--- src/rtl/stopwatch_controller.sv ---
// rtl/stopwatch_controller.sv - run/pause/clear sequencing and mm:ss timekeeping for the stopwatch
// Buttons are synchronised and edge-detected; a prescaler derives the 1 s tick in RUN.
module stopwatch_controller #(
  parameter int TICKS_PER_SEC = 50000000,
  parameter int MAX_MINUTES   = 59
) (
  input  logic       clock,
  input  logic       reset,
  input  logic       start_stop_btn,
  input  logic       clear_btn,
  output logic [5:0] minutes,
  output logic [5:0] seconds,
  output logic       running,
  output logic       overflow,
  output logic       sec_tick
);

  localparam int            PW         = $clog2(TICKS_PER_SEC);
  localparam logic [PW-1:0] PRESC_LAST = PW'(TICKS_PER_SEC - 1);
  localparam logic [5:0]    MAX_MIN    = 6'(MAX_MINUTES);
  localparam logic [5:0]    LAST_SEC   = 6'd59;

  typedef enum logic [1:0] {IDLE, RUN, PAUSE, DONE} state_t;

  state_t        state_q, state_d;
  logic [PW-1:0] presc_q, presc_d;
  logic [5:0]    min_q, min_d;
  logic [5:0]    sec_q, sec_d;
  logic          tick_q, tick_d;
  logic          running_q, running_d;
  logic          overflow_q, overflow_d;

  logic ss_s1_q, ss_s2_q, ss_prev_q;
  logic cl_s1_q, cl_s2_q, cl_prev_q;
  logic start_ev, clear_ev;

  assign start_ev = ss_s2_q & ~ss_prev_q;
  assign clear_ev = cl_s2_q & ~cl_prev_q;

  always_ff @(posedge clock or posedge reset) begin
    if (reset) begin
      ss_s1_q    <= 1'b0;
      ss_s2_q    <= 1'b0;
      ss_prev_q  <= 1'b0;
      cl_s1_q    <= 1'b0;
      cl_s2_q    <= 1'b0;
      cl_prev_q  <= 1'b0;
      state_q    <= IDLE;
      presc_q    <= '0;
      min_q      <= '0;
      sec_q      <= '0;
      tick_q     <= 1'b0;
      running_q  <= 1'b0;
      overflow_q <= 1'b0;
    end else begin
      ss_s1_q    <= start_stop_btn;
      ss_s2_q    <= ss_s1_q;
      ss_prev_q  <= ss_s2_q;
      cl_s1_q    <= clear_btn;
      cl_s2_q    <= cl_s1_q;
      cl_prev_q  <= cl_s2_q;
      state_q    <= state_d;
      presc_q    <= presc_d;
      min_q      <= min_d;
      sec_q      <= sec_d;
      tick_q     <= tick_d;
      running_q  <= running_d;
      overflow_q <= overflow_d;
    end
  end

  // Clear overrides everything; in RUN the tick is applied before a same-edge pause.
  always_comb begin
    state_d = state_q;
    presc_d = presc_q;
    min_d   = min_q;
    sec_d   = sec_q;
    tick_d  = 1'b0;
    if (clear_ev) begin
      state_d = IDLE;
      presc_d = '0;
      min_d   = '0;
      sec_d   = '0;
    end else begin
      case (state_q)
        IDLE: begin
          presc_d = '0;
          if (start_ev) state_d = RUN;
        end
        RUN: begin
          if (presc_q == PRESC_LAST) begin
            presc_d = '0;
            tick_d  = 1'b1;
            if (sec_q < LAST_SEC) begin
              sec_d = sec_q + 6'd1;
            end else if (min_q < MAX_MIN) begin
              sec_d = '0;
              min_d = min_q + 6'd1;
            end else begin
              state_d = DONE;
            end
          end else begin
            presc_d = presc_q + PW'(1);
          end
          if (start_ev && state_d == RUN) state_d = PAUSE;
        end
        PAUSE: begin
          if (start_ev) state_d = RUN;
        end
        DONE: begin
          presc_d = '0;
        end
        default: state_d = IDLE;
      endcase
    end
  end

  always_comb begin
    running_d  = (state_d == RUN);
    overflow_d = (state_d == DONE);
  end

  assign minutes  = min_q;
  assign seconds  = sec_q;
  assign running  = running_q;
  assign overflow = overflow_q;
  assign sec_tick = tick_q;

endmodule

--- config.mk ---
export PLATFORM = sky130hd
export DESIGN_NAME = stopwatch_controller
export DESIGN_NICKNAME = d
export VERILOG_FILES = /design/src/rtl/stopwatch_controller.sv
export SDC_FILE = /design/constraint.sdc
export NUM_CORES = 1
export LEC_CHECK = 0
export CAP_MARGIN = 10
export CORE_UTILIZATION = 50
export CTS_CLUSTER_SIZE = 28
export DETAILED_ROUTE_END_ITERATION = 10
export PLACE_DENSITY = 0.7
export SKIP_LAST_GASP = 1
export SLEW_MARGIN = 20
export SYNTH_ARGS = -nofsm -noshare
export SYNTH_HDL_FRONTEND = slang
export SYNTH_SLANG_ARGS = --single-unit
--- constraint.sdc ---
create_clock -name clock -period 3.14 [get_ports clock]
set_clock_uncertainty 0.05 [all_clocks]
set_input_delay 0.628 -clock clock [delete_from_list [all_inputs] [get_ports clock]]
set_output_delay 0.628 -clock clock [all_outputs]
set_load 0.005 [all_outputs]
==> impl_metrics.tcl, run 1 <==
set metrics [dict create \
    synth_cell_types 48 \
    worstReg2RegStart "presc_q[9]$_DFFE_PP0P_" \
    grt_pass1_wl_microns 8250 \
    setup_viol 0 \
    hold_path.class "reg -> reg" \
    r2r-end "minutes[4]$_DFFE_PP0P_" \
    clkLatencyLatePin_ps 300 \
    pre_cts_slack_ps 717 \
    cts.sink_count 49 \
    avgRoutedWirePerCell_microns 14.1 \
    yosysSeqAreaShare_pct 48.1 \
    utilization_pct 61.0 \
    start_kind "register" \
    worst_r2r_path_depth 5 \
    synth_cells 257 \
    fmax_mhz 408 \
    clockRootBuffer "clkbuf_8" \
    htreeDepth 2 \
    rrSetupSlack_ps 690 \
    port_buffers 18 \
    endpoint "minutes[4]$_DFFE_PP0P_" \
    track_usage_pct 20.2 \
    p_leak_nw 1.16 \
    cts_tree "yes" \
    critical_path_required_ps 3320 \
    rows 25 \
    final_max_slew_viol_count 0 \
    yosys_warnings 0 \
    clk_pin_slew_ps 90 \
    grt_antenna_before_repair 0 \
    core_area_sq_mm 0.00482 \
    cts-buffers-inserted 5 \
    dr.pass1.iters 4 \
    place_congestion 0.847 \
    ant_nets 0 \
    initial_utilization_pct 52.9 \
    power_density_mw_per_mm2 468 \
    dpl_cell_area_sq_mm 0.00280 \
    vdd_drop_max_mv 0.256 \
    ctsHoldBuffers 0 \
    min_path_cells 0 \
    relSlewSlack_pct 53.1 \
    timing.final.crit_share_pct 78.0 \
    rsz0062_at_grt "no" \
    ys_async_sr_fraction_pct 100 \
    drtIter0Drc 91 \
    cts_resized 0 \
    ys_ff_latch 49 \
    antennaDiodeCount 0 \
    synth_ff_type "dfrtp_1" \
    endpoint_kind "register" \
    num_io_pins 19 \
    area_delta_synth_final_pct 15.3 \
    synth-edff-count 0 \
    tightest_slew_ps 703 \
    num-nets-final 291 \
    overflow 0 \
    synth_area_sq_mm 0.00255 \
    post_drt_via_cell_ratio 5.60 \
    dp_hpwl_microns 3470 \
    outcome "finished, final reports clean" \
    period_minus_slack_ps 2450 \
    cts_buffer_depth 2 \
    hold_viol 0 \
    arrival_ps 2630 \
    drv_cap 0 \
    synth.net_count 268 \
    grt_max_degree 23 \
    die_y_microns 73.4 \
    die_area_sq_mm 0.00538 \
    setup_tns_ps 0 \
    drive_gt1_share_pct 9.96 \
    wl_microns 4900 \
    critPathKind "reg -> reg" \
    dieWidth_microns 73.4 \
    post_cts.repair.setup_buffers 0 \
    critPathLaunch "presc_q[9]$_DFFE_PP0P_" \
    setup_slack_ps 692 \
    grt_pass1_vias 1762 \
    synth.avg_cell_area_sq_um 9.91 \
    via_count 1950 \
    cp_max_fo 9 \
    post-route-drc-count 0 \
    design_area_sq_mm 0.00294 \
]
-- cells in the mapped netlist (2+ instances only) --
cell | instances | area [sq um]
dfrtp_1 | 49 | 1230
nor2_1 | 37 | 139
nand2_1 | 21 | 78.8
nand3_1 | 16 | 80.1
xnor2_1 | 13 | 114
xor2_1 | 11 | 96.3
nand4_1 | 9 | 56.3
nor3_1 | 8 | 40.0
a21oi_1 | 7 | 35.0
ha_1 | 7 | 87.6
inv_1 | 7 | 26.3
o21ai_0 | 5 | 25.0
and4_1 | 4 | 35.0
nand2b_1 | 4 | 25.0
nor4_1 | 4 | 25.0
o31ai_1 | 4 | 30.0
a211oi_1 | 3 | 22.5
and3_1 | 3 | 18.8
buf_2 | 3 | 15.0
o2111ai_1 | 3 | 26.3
o211ai_1 | 3 | 22.5
or4_1 | 3 | 22.5
a31o_2 | 2 | 17.5
and2b_2 | 2 | 17.5
buf_6 | 2 | 22.5
clkbuf_1 | 2 | 7.51
nand4b_1 | 2 | 17.5
or2_2 | 2 | 12.5
or3_2 | 2 | 15.0
-- state kept, by name, summed over array words and instances, names as in the netlist --
register / cells
presc_q: 26
minutes: 6
seconds: 6
state_q: 2
cl_prev_q: 1
cl_s1_q: 1
cl_s2_q: 1
overflow: 1
running: 1
sec_tick: 1
ss_prev_q: 1
ss_s1_q: 1
ss_s2_q: 1
-- critical path, stage by stage (launching register included) --
cell and delay (ps):
dfrtp_1 450, or4b_1 580, nor4_4 400, nand4_4 230, or4_1 520, a21oi_1 150
-- power by group --
part	switching (W)	internal (W)	total [W]
registers	0.0000148	0.000648	0.000663
logic	0.000121	0.0000707	0.000192
clock network	0.000205	0.000316	0.000521
total	0.000341	0.00104	0.00138
-- worst min path at each step --
stage                   endpoint         startpoint
2_1_floorplan  cl_s2_q$_DFF_PP0_  cl_s1_q$_DFF_PP0_
3_5_place_dp   ss_s2_q$_DFF_PP0_  ss_s1_q$_DFF_PP0_
4_1_cts        ss_s2_q$_DFF_PP0_  ss_s1_q$_DFF_PP0_
6_report       ss_s2_q$_DFF_PP0_  ss_s1_q$_DFF_PP0_
5_1_grt        ss_s2_q$_DFF_PP0_  ss_s1_q$_DFF_PP0_
3_3_place_gp   ss_s2_q$_DFF_PP0_  ss_s1_q$_DFF_PP0_
-- final cells by class --
cell class,instances,area (sq um)
clock inverter,3,65.1
clock buffer,5,68.8
multi-input combinational,194,1250
sequential,49,1230
timing repair buffer,23,218
inverter,7,26.3
fill,429,1880
tap,67,83.8
-- stage by stage --
step | power (W) | cells | hold slack, ps
after floorplan | 0.000822 | 257 | 281
after global placement | 0.000869 | 340 | 283
after detailed placement | 0.000871 | 340 | 296
after CTS | 0.00139 | 348 | 317
after global routing | 0.00144 | 348 | 330
final | 0.00138 | 348 | 309
-- metal layers --
metal	vias up	share of wire, %	GRT usage (%)
met1	947	49	28.2
met2	32	47	31.7
met5	-	0	0
met4	0	1.2	6.41
li1	965	-	-
met3	6	2.9	4.12
-- kinds of logic (layout without fill, tap and decap cells) --
family                     after synthesis  in the layout  share of synthesized area (%)
buffers and inverters                   14             38                           2.80
AOI/OAI and AO/OA                       34             34                           9.43
and+or+nand+nor                        128            128                           27.6
xor gates and xnor gates                24             24                           8.25
DFF                                     49             49                           48.1
adders and majority gates                7              7                           3.44
muxes                                    1              1                          0.393
-- layout by cell type (no fill, tap or decap), types with 6 or more instances in the layout --
cell	synthesis	layout
dfrtp_1	49	49
nor2_1	37	37
nand2_1	21	21
clkdlybuf4s50_1	0	18
nand3_1	16	16
xnor2_1	13	13
xor2_1	11	11
nand4_1	9	9
nor3_1	8	8
a21oi_1	7	7
ha_1	7	7
inv_1	7	6
(Power assumes the default switching activity.)
==> run 2: changes to the inputs <==
==> constraint.sdc (replaced) <==
create_clock -name clock -period 2.5 [get_ports clock]
set_clock_uncertainty 0.05 [all_clocks]
set_input_delay 0.5 -clock clock [delete_from_list [all_inputs] [get_ports clock]]
set_output_delay 0.5 -clock clock [all_outputs]
set_load 0.005 [all_outputs]
==> run 2 against run 1 <==
Utilization grew 0.52 points. Sequential power grew 25%. First-iteration DRC count grew 64%. Flip-flop and latch count is the same. Die area is the same. Clock-buffer cell count grew 1. Hold slack gained 0.83 ps. Critical path type unchanged.
==> impl_metrics.tcl, run 2 (synthesis results as in run 1) <==
set metrics [dict create \
    max_stage_delay_ps 520 \
    drive_gt1_share_pct 11.8 \
    drv_cap 0 \
    final_common_cell "dfrtp_1" \
    rsz0062_at_grt "no" \
    dp_hpwl_microns 3630 \
    ant_nets 0 \
    final_max_slew_viol_count 0 \
    final_cell_mix "48 x dfrtp_1, 37 x nor2_1, 21 x nand2_1" \
    holdWs_ps 310 \
    antennaDiodeCount 0 \
    clkLatencyLatePin_ps 300 \
    die_y_microns 73.4 \
    core_area_sq_mm 0.00482 \
    post-route-drc-count 0 \
    grt_max_degree 31 \
    setup_tns_ps 0 \
    hold_viol 0 \
    setup_viol 0 \
    fmax_mhz 420 \
    post_drt_via_cell_ratio 5.68 \
    track_usage_pct 20.7 \
    grt_antenna_before_repair 0 \
    p_leak_nw 1.17 \
    num_io_pins 19 \
    dr.pass1.iters 4 \
    rows 25 \
    outcome "finished, final reports clean" \
    vdd_drop_max_mv 0.330 \
    relSlewSlack_pct 60.6 \
    crit_chain "inv_1 > ha_1 > nand2b_1 > o2111ai_1 > or3_1 > or4_1 > a21oi_1" \
    slowest_stage "or4_1" \
    utilization_pct 61.5 \
    largest_register "presc_q" \
    overflow 0 \
    timing.final.crit_share_pct 95.3 \
    cp.buffers_inverters 1 \
    grt_pass1_wl_microns 8590 \
    grt_pass1_vias 1868 \
    cts-buffers-inserted 5 \
    arrival_ps 2560 \
    port_buffers 18 \
    dieWidth_microns 73.4 \
    tightest_slew_ps 586 \
    drtIter0Drc 149 \
    cp_top_family "simple AND/OR/NAND/NOR gates" \
    num-nets-final 297 \
    largest_reg_flops 26 \
    clockRootBuffer "clkbuf_8" \
    initial_utilization_pct 52.9 \
    power_density_mw_per_mm2 530 \
    htreeDepth 2 \
    cp_max_fo 6 \
    period_minus_slack_ps 2380 \
    area_delta_synth_final_pct 16.3 \
    endpoint_kind "register" \
    place_congestion 0.870 \
    cts_tree "yes" \
    via_count 2009 \
    clk_pin_slew_ps 90 \
    critPathKind "reg -> reg" \
    avgRoutedWirePerCell_microns 14.4 \
    start_kind "register" \
    die_area_sq_mm 0.00538 \
    cts.sink_count 49 \
    wl_microns 5090 \
    critical_path_required_ps 2680 \
    hold_path.class "reg -> reg" \
    cts_buffer_depth 2 \
]
## run 2: timing repair
action,4_1_cts,5_1_grt
hold buffers,0,0
setup endpoints to repair,0,24
endpoints found under the hold margin,0,0
buffers inserted,0,1
gates resized for setup,0,1
## run 2: worst paths after layout
check	start	endpoint	slack, ps	depth (start not counted)
min in group asynchronous	reset	ss_s1_q$_DFF_PP0_	460	2
setup / recovery	state_q[1]$_DFF_PP0_	presc_q[25]$_DFFE_PP0P_	120	7
max in group asynchronous	reset	presc_q[8]$_DFFE_PP0P_	1430	3
hold reg to reg	ss_s1_q$_DFF_PP0_	ss_s2_q$_DFF_PP0_	310	0
setup reg to reg	state_q[1]$_DFF_PP0_	presc_q[25]$_DFFE_PP0P_	120	7
hold / removal	ss_s1_q$_DFF_PP0_	ss_s2_q$_DFF_PP0_	310	0
## run 2: worst register-to-register path, delay by kind of cell (launching register included)
kind            cells  cell delay, ps
flops               1             450
compound gates      2             300
buf+inv             1             110
simple gates        3            1120
fa+ha+maj           1             270
## run 2: layout make-up
class,instances,area (sq um)
sequential,49,1230
timing repair buffer,29,288
fill,416,1850
clock buffer,6,72.6
tap,67,83.8
multi-input combinational,194,1250
inverter,7,26.3
clock inverter,2,15.0
## run 2: per-layer routing
| metal | up-vias | share of wire [%] | routed length [microns] | track usage, % |
|---|---|---|---|---|
| met5 | - | 0 | 0 | 0 |
| met4 | 0 | 0.90 | 46 | 7.26 |
| met3 | 4 | 3.6 | 181 | 4.12 |
| met2 | 41 | 48 | 2440 | 32.2 |
| met1 | 983 | 48 | 2420 | 29.0 |
| li1 | 981 | - | - | - |
## run 2: power breakdown
group	switching (W)	internal [W]	leakage, nW
registers	0.0000112	0.000815	0.667
clock network	0.000260	0.000197	0.0374
logic	0.000173	0.000115	0.468
total	0.000445	0.00113	1.17
## run 2: through the flow
stage               cell area, sq um  std cells  power [W]  worst slack (ps)
CTS                             2950        353    0.00159              72.7
finish                          2960        354    0.00157               118
floorplan                       2550        257    0.00103               237
detailed placement              2870        345    0.00113              97.2
global placement                2870        345    0.00113               138
global route                    2960        354    0.00165              15.3
